## src/rtl/multicycle_control_fsm.sv

```systemverilog
// Multi-cycle control unit: walks each instruction through FETCH/DECODE/EXEC/MEM/WB,
// drives datapath strobes from the current state, stalls on handshakes and traps on timeouts.
module multicycle_control_fsm #(
  parameter int OPCODE_W   = 6,
  parameter int MEM_TO_MAX = 15,
  parameter int CNT_W      = 32
) (
  input  logic                clk,
  input  logic                rst_n,
  input  logic [OPCODE_W-1:0] opcode,
  input  logic                alu_zero,
  input  logic                imem_ready,
  input  logic                dmem_ready,
  input  logic                in_valid,
  input  logic                out_ready,
  input  logic                resume,
  output logic                ir_write,
  output logic                pc_write,
  output logic                mem_read,
  output logic                mem_write,
  output logic                reg_write,
  output logic [1:0]          reg_dst,
  output logic [2:0]          mem_to_reg,
  output logic [1:0]          jump,
  output logic [2:0]          alu_op,
  output logic                alu_src,
  output logic                in_ack,
  output logic                out_valid,
  output logic                halted,
  output logic                end_of_proc,
  output logic                illegal_op,
  output logic                bus_error,
  output logic [CNT_W-1:0]    retired
);

  localparam logic [OPCODE_W-1:0] OP_R    = OPCODE_W'(0);
  localparam logic [OPCODE_W-1:0] OP_LW   = OPCODE_W'(1);
  localparam logic [OPCODE_W-1:0] OP_SW   = OPCODE_W'(2);
  localparam logic [OPCODE_W-1:0] OP_ADDI = OPCODE_W'(3);
  localparam logic [OPCODE_W-1:0] OP_SUBI = OPCODE_W'(4);
  localparam logic [OPCODE_W-1:0] OP_BEQ  = OPCODE_W'(5);
  localparam logic [OPCODE_W-1:0] OP_J    = OPCODE_W'(9);
  localparam logic [OPCODE_W-1:0] OP_JR   = OPCODE_W'(10);
  localparam logic [OPCODE_W-1:0] OP_JAL  = OPCODE_W'(11);
  localparam logic [OPCODE_W-1:0] OP_IN   = OPCODE_W'(12);
  localparam logic [OPCODE_W-1:0] OP_OUT  = OPCODE_W'(13);
  localparam logic [OPCODE_W-1:0] OP_ENDP = OPCODE_W'(62);
  localparam logic [OPCODE_W-1:0] OP_HALT = OPCODE_W'(63);

  // The counter only has to hold 0..MEM_TO_MAX-1; the last not-ready cycle traps instead.
  localparam int                WAIT_W    = (MEM_TO_MAX > 1) ? $clog2(MEM_TO_MAX) : 1;
  localparam logic [WAIT_W-1:0] WAIT_LAST = WAIT_W'(MEM_TO_MAX - 1);

  typedef enum logic [2:0] {
    S_FETCH,
    S_DECODE,
    S_EXEC,
    S_MEM,
    S_WB,
    S_IO,
    S_HALTED,
    S_TRAP
  } state_t;

  state_t              state_q, state_d;
  logic [WAIT_W-1:0]   wait_q, wait_d;
  logic [OPCODE_W-1:0] op_q, op_d;
  logic [CNT_W-1:0]    retired_q, retired_d;
  logic                retire;

  function automatic logic op_legal(input logic [OPCODE_W-1:0] op);
    case (op)
      OP_R, OP_LW, OP_SW, OP_ADDI, OP_SUBI, OP_BEQ, OP_J, OP_JR, OP_JAL,
      OP_IN, OP_OUT, OP_ENDP, OP_HALT: op_legal = 1'b1;
      default:                         op_legal = 1'b0;
    endcase
  endfunction

  always_comb begin
    state_d = state_q;
    wait_d  = wait_q;
    op_d    = op_q;
    retire  = 1'b0;
    case (state_q)
      S_FETCH: begin
        if (imem_ready) begin
          state_d = S_DECODE;
        end else if (wait_q == WAIT_LAST) begin
          state_d = S_TRAP;
        end else begin
          wait_d = wait_q + WAIT_W'(1);
        end
      end
      S_DECODE: begin
        op_d = opcode;
        case (opcode)
          OP_HALT: begin
            state_d = S_HALTED;
            retire  = 1'b1;
          end
          OP_ENDP: begin
            state_d = S_FETCH;
            retire  = 1'b1;
          end
          OP_IN, OP_OUT: state_d = S_IO;
          OP_R, OP_LW, OP_SW, OP_ADDI, OP_SUBI, OP_BEQ, OP_J, OP_JR, OP_JAL:
            state_d = S_EXEC;
          default: state_d = S_FETCH;
        endcase
      end
      S_EXEC: begin
        case (op_q)
          OP_BEQ, OP_J, OP_JR, OP_JAL: begin
            state_d = S_FETCH;
            retire  = 1'b1;
          end
          OP_LW, OP_SW: state_d = S_MEM;
          default:      state_d = S_WB;
        endcase
      end
      S_MEM: begin
        if (dmem_ready) begin
          if (op_q == OP_SW) begin
            state_d = S_FETCH;
            retire  = 1'b1;
          end else begin
            state_d = S_WB;
          end
        end else if (wait_q == WAIT_LAST) begin
          state_d = S_TRAP;
        end else begin
          wait_d = wait_q + WAIT_W'(1);
        end
      end
      S_WB: begin
        state_d = S_FETCH;
        retire  = 1'b1;
      end
      S_IO: begin
        // No timeout here: peripherals may stall indefinitely.
        if ((op_q == OP_IN) ? in_valid : out_ready) begin
          state_d = S_FETCH;
          retire  = 1'b1;
        end
      end
      S_HALTED, S_TRAP: begin
        if (resume) begin
          state_d = S_FETCH;
        end
      end
      default: state_d = S_FETCH;
    endcase
    if ((state_d == S_FETCH || state_d == S_MEM) && state_d != state_q) begin
      wait_d = '0;
    end
    retired_d = retired_q + CNT_W'(retire);
  end

  always_ff @(posedge clk or negedge rst_n) begin
    if (!rst_n) begin
      state_q   <= S_FETCH;
      wait_q    <= '0;
      op_q      <= '0;
      retired_q <= '0;
    end else begin
      state_q   <= state_d;
      wait_q    <= wait_d;
      op_q      <= op_d;
      retired_q <= retired_d;
    end
  end

  assign retired = retired_q;

  // Strobes are gated by rst_n so an asserted reset silences the datapath immediately.
  always_comb begin
    ir_write    = 1'b0;
    pc_write    = 1'b0;
    mem_read    = 1'b0;
    mem_write   = 1'b0;
    reg_write   = 1'b0;
    reg_dst     = 2'b00;
    mem_to_reg  = 3'b000;
    jump        = 2'b00;
    alu_op      = 3'b000;
    alu_src     = 1'b0;
    in_ack      = 1'b0;
    out_valid   = 1'b0;
    halted      = 1'b0;
    end_of_proc = 1'b0;
    illegal_op  = 1'b0;
    bus_error   = 1'b0;
    if (rst_n) begin
      case (state_q)
        S_FETCH: begin
          mem_read = 1'b1;
          ir_write = imem_ready;
          pc_write = imem_ready;
        end
        S_DECODE: begin
          end_of_proc = (opcode == OP_ENDP);
          illegal_op  = !op_legal(opcode);
        end
        S_EXEC: begin
          case (op_q)
            OP_R: alu_op = 3'b100;
            OP_LW, OP_SW, OP_ADDI: begin
              alu_op  = 3'b000;
              alu_src = 1'b1;
            end
            OP_SUBI: begin
              alu_op  = 3'b001;
              alu_src = 1'b1;
            end
            OP_BEQ: begin
              alu_op   = 3'b011;
              pc_write = alu_zero;
            end
            OP_J: begin
              jump     = 2'b01;
              pc_write = 1'b1;
            end
            OP_JR: begin
              jump     = 2'b10;
              pc_write = 1'b1;
            end
            OP_JAL: begin
              jump       = 2'b01;
              pc_write   = 1'b1;
              reg_dst    = 2'b10;
              mem_to_reg = 3'b010;
              reg_write  = 1'b1;
            end
            default: ;
          endcase
        end
        S_MEM: begin
          mem_read  = (op_q == OP_LW);
          mem_write = (op_q == OP_SW);
        end
        S_WB: begin
          reg_write  = 1'b1;
          reg_dst    = (op_q == OP_R) ? 2'b01 : 2'b00;
          mem_to_reg = (op_q == OP_LW) ? 3'b001 : 3'b000;
        end
        S_IO: begin
          if (op_q == OP_IN) begin
            if (in_valid) begin
              in_ack     = 1'b1;
              reg_write  = 1'b1;
              reg_dst    = 2'b11;
              mem_to_reg = 3'b011;
            end
          end else begin
            out_valid = 1'b1;
          end
        end
        S_HALTED: halted    = 1'b1;
        S_TRAP:   bus_error = 1'b1;
        default: ;
      endcase
    end
  end

endmodule

```

## config.mk

```make
export PLATFORM = sky130hd
export DESIGN_NAME = multicycle_control_fsm
export DESIGN_NICKNAME = d
export VERILOG_FILES = /design/src/rtl/multicycle_control_fsm.sv
export SDC_FILE = /design/constraint.sdc
export NUM_CORES = 1
export LEC_CHECK = 0
export CORE_UTILIZATION = 30
export DETAILED_ROUTE_END_ITERATION = 8
export PLACE_DENSITY = 0.53
export SYNTH_ARGS = -nofsm -noshare
export SYNTH_HDL_FRONTEND = slang
export SYNTH_SLANG_ARGS = --single-unit
```

## constraint.sdc

```tcl
create_clock -name clk -period 3.7 [get_ports clk]
set_clock_uncertainty 0.05 [all_clocks]
set_input_delay 0.74 -clock clk [delete_from_list [all_inputs] [get_ports clk]]
set_output_delay 0.74 -clock clk [all_outputs]
set_load 0.02 [all_outputs]
```

**After elaboration in Yosys (flattened, before gate mapping)**

Memory sizes are Yosys's and may differ from the RTL's.
Index checks and enable logic that the tools add are counted.
Widths: inputs -> output; s select.

- Flip-flop bits (word level): 45
- Bits in read-only memories: 64
- Input bits: 14
- Output and inout port bits: 54
- Logic and storage cells: 129
- Memories: 1

Memories:

| name | depth | bits a word | read ports | clocked after Yosys merged registers in | write ports | RTL line | source |
|---|---|---|---|---|---|---|---|
| (name not given) | 64 | 1 | 1 | 0 | 0 | 72 | `case (op)` |

- Add/subtract/negate cells: 2
- Equality and inequality tests: 33
- Muxes and demuxes: 71
- Reduce and logical (&&, ||, !) cells: 18

Operators by type and width:

| kind | count |
|---|---|
| $eq 6x4->1 const B | 9 |
| $mux 1 | 36 |
| $add 32x1->32 | 1 |
| $eq 6x2->1 const B | 4 |
| $eq 6x3->1 const B | 4 |
| $mux 3 | 8 |
| $pmux 3 s7 | 1 |
| $mux 2 | 10 |
| $pmux 3 s3 | 2 |
| $mux 4 | 4 |
| $eq 3x3->1 const B | 4 |
| $eq 6x1->1 const B | 2 |
| $eq 6x6->1 const B | 2 |
| $logic_not 6->1 | 2 |
| $pmux 2 s3 | 2 |
| $reduce_or 2->1 | 5 |
| $eq 3x2->1 const B | 3 |
| $reduce_or 9->1 | 1 |
| $pmux 4 s2 | 1 |
| $reduce_or 4->1 | 2 |
| $logic_not 3->1 | 2 |
| $ne 3x3->1 const B | 2 |
| $pmux 1 s2 | 3 |
| $pmux 3 s2 | 1 |
| other kinds (13) | 13 |

**Depth between registers and ports, before layout**

- Depth after elaboration: 9
- Mapped depth: 14
- Gate-level depth less buffers: 13

**Worst setup path before layout**

Ideal clock, no wire load.

- Kind: input port to output port
- Start: input rst_n
- End: output reg_dst[1]
- Arrival time: 2.044 ns
- Required time: 2.910 ns
- Path slack: 0.866 ns
- Stages on the path: 7
- Path buffers: 1
- Cell sequence: nor2b_1 nand3_1 nor3_1 and3_1 nand2_1 nand2_1 buf_4

- Longest elaborated chain between the ends: 1

Ends and longest elaborated chain:

| element | RTL line | source |
|---|---|---|
| from (decl) | 9 | `input logic rst_n,` |
| $mux 2 | 193 | `if (rst_n) begin` |
| to (decl) | 22 | `output logic [1:0] reg_dst,` |

No other way between the ends.

**Worst setup path after layout**

- Start: register state_q[1]
- End: output illegal_op

- Longest elaborated chain between the ends: 3

Ends and longest elaborated chain:

| element | RTL line | source |
|---|---|---|
| from (decl) | 65 | `state_t state_q, state_d;` |
| from (signal assigned) | 166 | `state_q <= state_d;` |
| $eq 3x1->1 | 194 | `case (state_q)` |
| $mux 1 | 194 |  |
| $mux 1 | 193 |  |
| to (decl) | 31 | `output logic illegal_op,` |

No other way between the ends.

==> metrics.log <==
INFO  metric synth-edff-count = 0
INFO  metric floorplan.initialDensity = 31.2%
INFO  metric clock_path_buffers = 2
INFO  metric dp_cells = roughly 460
INFO  metric core-area = 8810 sq um
INFO  metric setup_viol_count_final = 0
INFO  metric leakage_power_summed_over_all_cells = approximately 1.6 nW
INFO  metric hold_viol = 0
INFO  metric setup.worst_path.class = reg2out
INFO  metric placedInstanceArea = 3500 sq um
INFO  metric syn-cell-area = about 2700 sq um
INFO  metric crit-reg2reg-capture = retired[28]
INFO  metric run_status = complete, but fails checks
INFO  metric synth_warnings = 0
INFO  metric dr.pass1.iters = 6
INFO  metric grt_pass1_vias = between 2,000 and 2,500
INFO  metric post-cts-setup-buffers = 0
INFO  metric drt-initial-drc-count = 65
INFO  metric biggest_area_consumer_among_synthesized_cells = dfrtp_1
INFO  metric holdBufCountCts = 0
INFO  metric final-max-slew-violation-count = 0
INFO  metric routed_wl = around 6700 um
INFO  metric placementRows = 34
INFO  metric clock_insertion_delay_worst_skew = about 0.30 ns
INFO  metric worstPathRequired = between 2 and 3 ns
INFO  metric antenna_diode_count = 0
INFO  metric sequential_cell_area = 1130 sq um
INFO  metric detailed_route_via_count = between 2,000 and 2,500
INFO  metric maxCapViolCount = 0
INFO  metric ys_types = 60
INFO  metric timing.hold.worst.class = reg2reg
INFO  metric gate_family_responsible_for_the_most_delay_along_the_worst_path = simple AND/OR/NAND/NOR gates
INFO  metric violations = DRC
INFO  metric endpoint_kind = output pin
INFO  metric reg2reg_depth = 13
INFO  metric ys_ff_latch = between 40 and 50
INFO  metric worst-endpoint-arrival = ~2.7 ns
INFO  metric fin_setup_tns = 0 ns
INFO  metric critical_path.slowest_cell = clkdlybuf4s50_1
INFO  metric final_period_minus_worst_setup_slack = between 3 and 4 ns
INFO  metric drt.antenna.violating_nets = 0
INFO  metric numCtsBuffers = 5
INFO  metric cts.sink_count = 45
INFO  metric synthesis.nets = around 310
INFO  metric routed_wire_length_per_instance = roughly 14 um
INFO  metric hpwl = ~5000 um
INFO  metric worst_hold_slack = 0.440 ns
INFO  metric netlist_instances = 285
INFO  metric fp.dieArea = approximately 9500 sq um
INFO  metric rsz0062_at_grt = no
INFO  metric synth_top_area_share = slightly above 40%
INFO  metric synth_sequential_area_ratio = between 40% and 50%
INFO  metric portBuffers = between 60 and 70
INFO  metric h_tree_depth = 2
INFO  metric synth.top_cells.by_area = dfrtp_1 41%, xnor2_1 7.7%, nand2_1 4.0%
INFO  metric crit_path_cell_trace = nand2b_1 > nor2_2 > nand2_1 > a311oi_1 > clkdlybuf4s50_1
INFO  metric remaining_drc_errors = 12
INFO  metric first_pass_grt_wire_length = roughly 12,000 um
INFO  metric layout-drive-gt1-share = 11.5%
INFO  metric critical_hold_path_startpoint = retired[31]
INFO  metric nNetsFinal = approximately 370
INFO  metric timing.critical_path.slowest_cell_delay = ~0.66 ns
INFO  metric finalInstanceArea = roughly 3600 sq um
INFO  metric place_congestion = 0.809
INFO  metric headroom_to_the_max_slew_limit = between 50% and 60%
INFO  metric cts.repair.resized = 0
INFO  metric cellPowerDensity = roughly 520 nW/um^2
INFO  metric avgViaCountPerCell = between 4 and 5
INFO  metric fillCellCount = approximately 900
INFO  metric critical_path.n_buffers_inverters = 1
INFO  metric cts_root_buffer = clkbuf_8
INFO  metric worst_ir_drop_vdd = around 200 uV
INFO  metric multi_input_area = between 1500 and 2000 sq um
INFO  metric post_synth_most_frequent_cells = 45 x dfrtp_1, 29 x nand2_1, 24 x nor2_1, 24 x xnor2_1, 17 x nand3_1
INFO  metric grt_antenna_before_repair = 0
INFO  metric post-route-period-util = between 90% and 100%
INFO  metric grt_use_total = 14.9%
INFO  metric worst_hold_path.num_cells = 1
INFO  metric least_margin_pin_slew = around 0.62 ns
INFO  metric grt.overflow.total = 0
INFO  metric regToRegSetupSlack = ~0.50 ns
INFO  metric endpoint_of_the_worst_hold_path = retired[31]
INFO  metric post_synth.cell_area_avg = 9.63 sq um
INFO  metric cts_tree = done
INFO  metric power = between 0.0015 and 0.002 W
INFO  metric max_freq = slightly below 0.3 GHz
INFO  metric ys.flop_type = dfrtp_1
INFO  metric area_delta_synth_final = 32.0%
INFO  metric worst_setup_hold_path_clk_slew = about 0.09 ns
INFO  metric i_o_pin_cnt = approximately 70
INFO  metric timing.critical_path.from_type = flip-flop
INFO  metric final_cells = about 460
INFO  metric grt_start_max_net_pins = between 50 and 60
INFO  metric crit_path_max_fanout = 14
INFO  metric yosysMostFrequentCell = dfrtp_1
INFO  metric postSynth.asyncResetShare = 100%
INFO  metric die_h = a little under 100 um
INFO  metric die_w = between 90 and 100 um
INFO  metric rr_startpoint = state_q[1]
per-layer routing:
layer  share of wire (%)  global-route usage, %  routed length (um)
met4                 1.7                   4.90                 114
met5                   0                      0                   0
met2                  46                   24.5                3080
met3                 4.9                   3.02                 328
met1                  47                   19.4                3140
cell usage in the layout (no fill, tap or decap), types with 7 or more instances in the layout:
| cell | count |
|---|---|
| dfrtp_1 | 45 |
| xor2_1 | 10 |
| nand3_1 | 17 |
| nand4_1 | 8 |
| inv_1 | 10 |
| nand2_1 | 29 |
| o21ai_0 | 7 |
| nor2_1 | 24 |
| xnor2_1 | 24 |
| and3_1 | 9 |
| nor3_1 | 9 |
| clkdlybuf4s50_1 | 65 |
flip-flops by register name (all words and copies together) (netlist names):
signal and flops:
wait_q 4, state_q 3, op_q 6, retired 32
stage by stage:
stage / utilization [%] / worst slack [ns]
floorplan: - / 0.866
global placement: 39.8 / 0.269
detailed placement: 39.8 / 0.240
CTS: 41.2 / 0.216
global route: 41.2 / 0.0594
finish: 41.2 / 0.258
power breakdown:
group / switching [W] / total, W / internal, W
clock: 0.000167 / 0.000386 / 0.000220
combinational: 0.000441 / 0.000811 / 0.000370
sequential: 0.000128 / 0.000699 / 0.000571
worst max path at each step:
stage,depth (start not counted),start,end
4_1_cts,5,state_q[1],illegal_op
3_3_place_gp,13,out_ready,retired[30]
6_report,5,state_q[1],illegal_op
3_5_place_dp,13,out_ready,retired[30]
5_1_grt,13,state_q[1],retired[24]
2_1_floorplan,7,rst_n,reg_dst[1]
kinds of logic after synthesis:
| group | Yosys count | synth area share, % |
|---|---|---|
| AND/OR/NAND/NOR | 135 | 27.7 |
| adder cells (fa/ha/maj) | 6 | 2.73 |
| other | 1 | 0.137 |
| XOR/XNOR | 34 | 10.8 |
| buffers and inverters | 18 | 3.60 |
| multiplexers | 8 | 3.19 |
| AO/OA/AOI/OAI | 38 | 10.8 |
| flip-flops | 45 | 41.0 |
final cells by class:
type | count | share of cell area [%]
inverter | 10 | 1.04
tap | 108 | 3.73
timing repair buffer | 70 | 18.9
clock buffer | 6 | 2.28
clock inverter | 2 | 1.04
sequential | 45 | 31.1
multi-input combinational | 222 | 41.9
worst register-to-register path: cells and delay by family, from the launching register on:
family                     cells  cell delay (ns)
AOI/OAI and AO/OA              3             0.40
and+or+nand+nor                7             1.45
adders and majority gates      2             0.46
xor gates and xnor gates       1             0.16
DFF                            1             0.62
(Power assumes the default switching activity.)
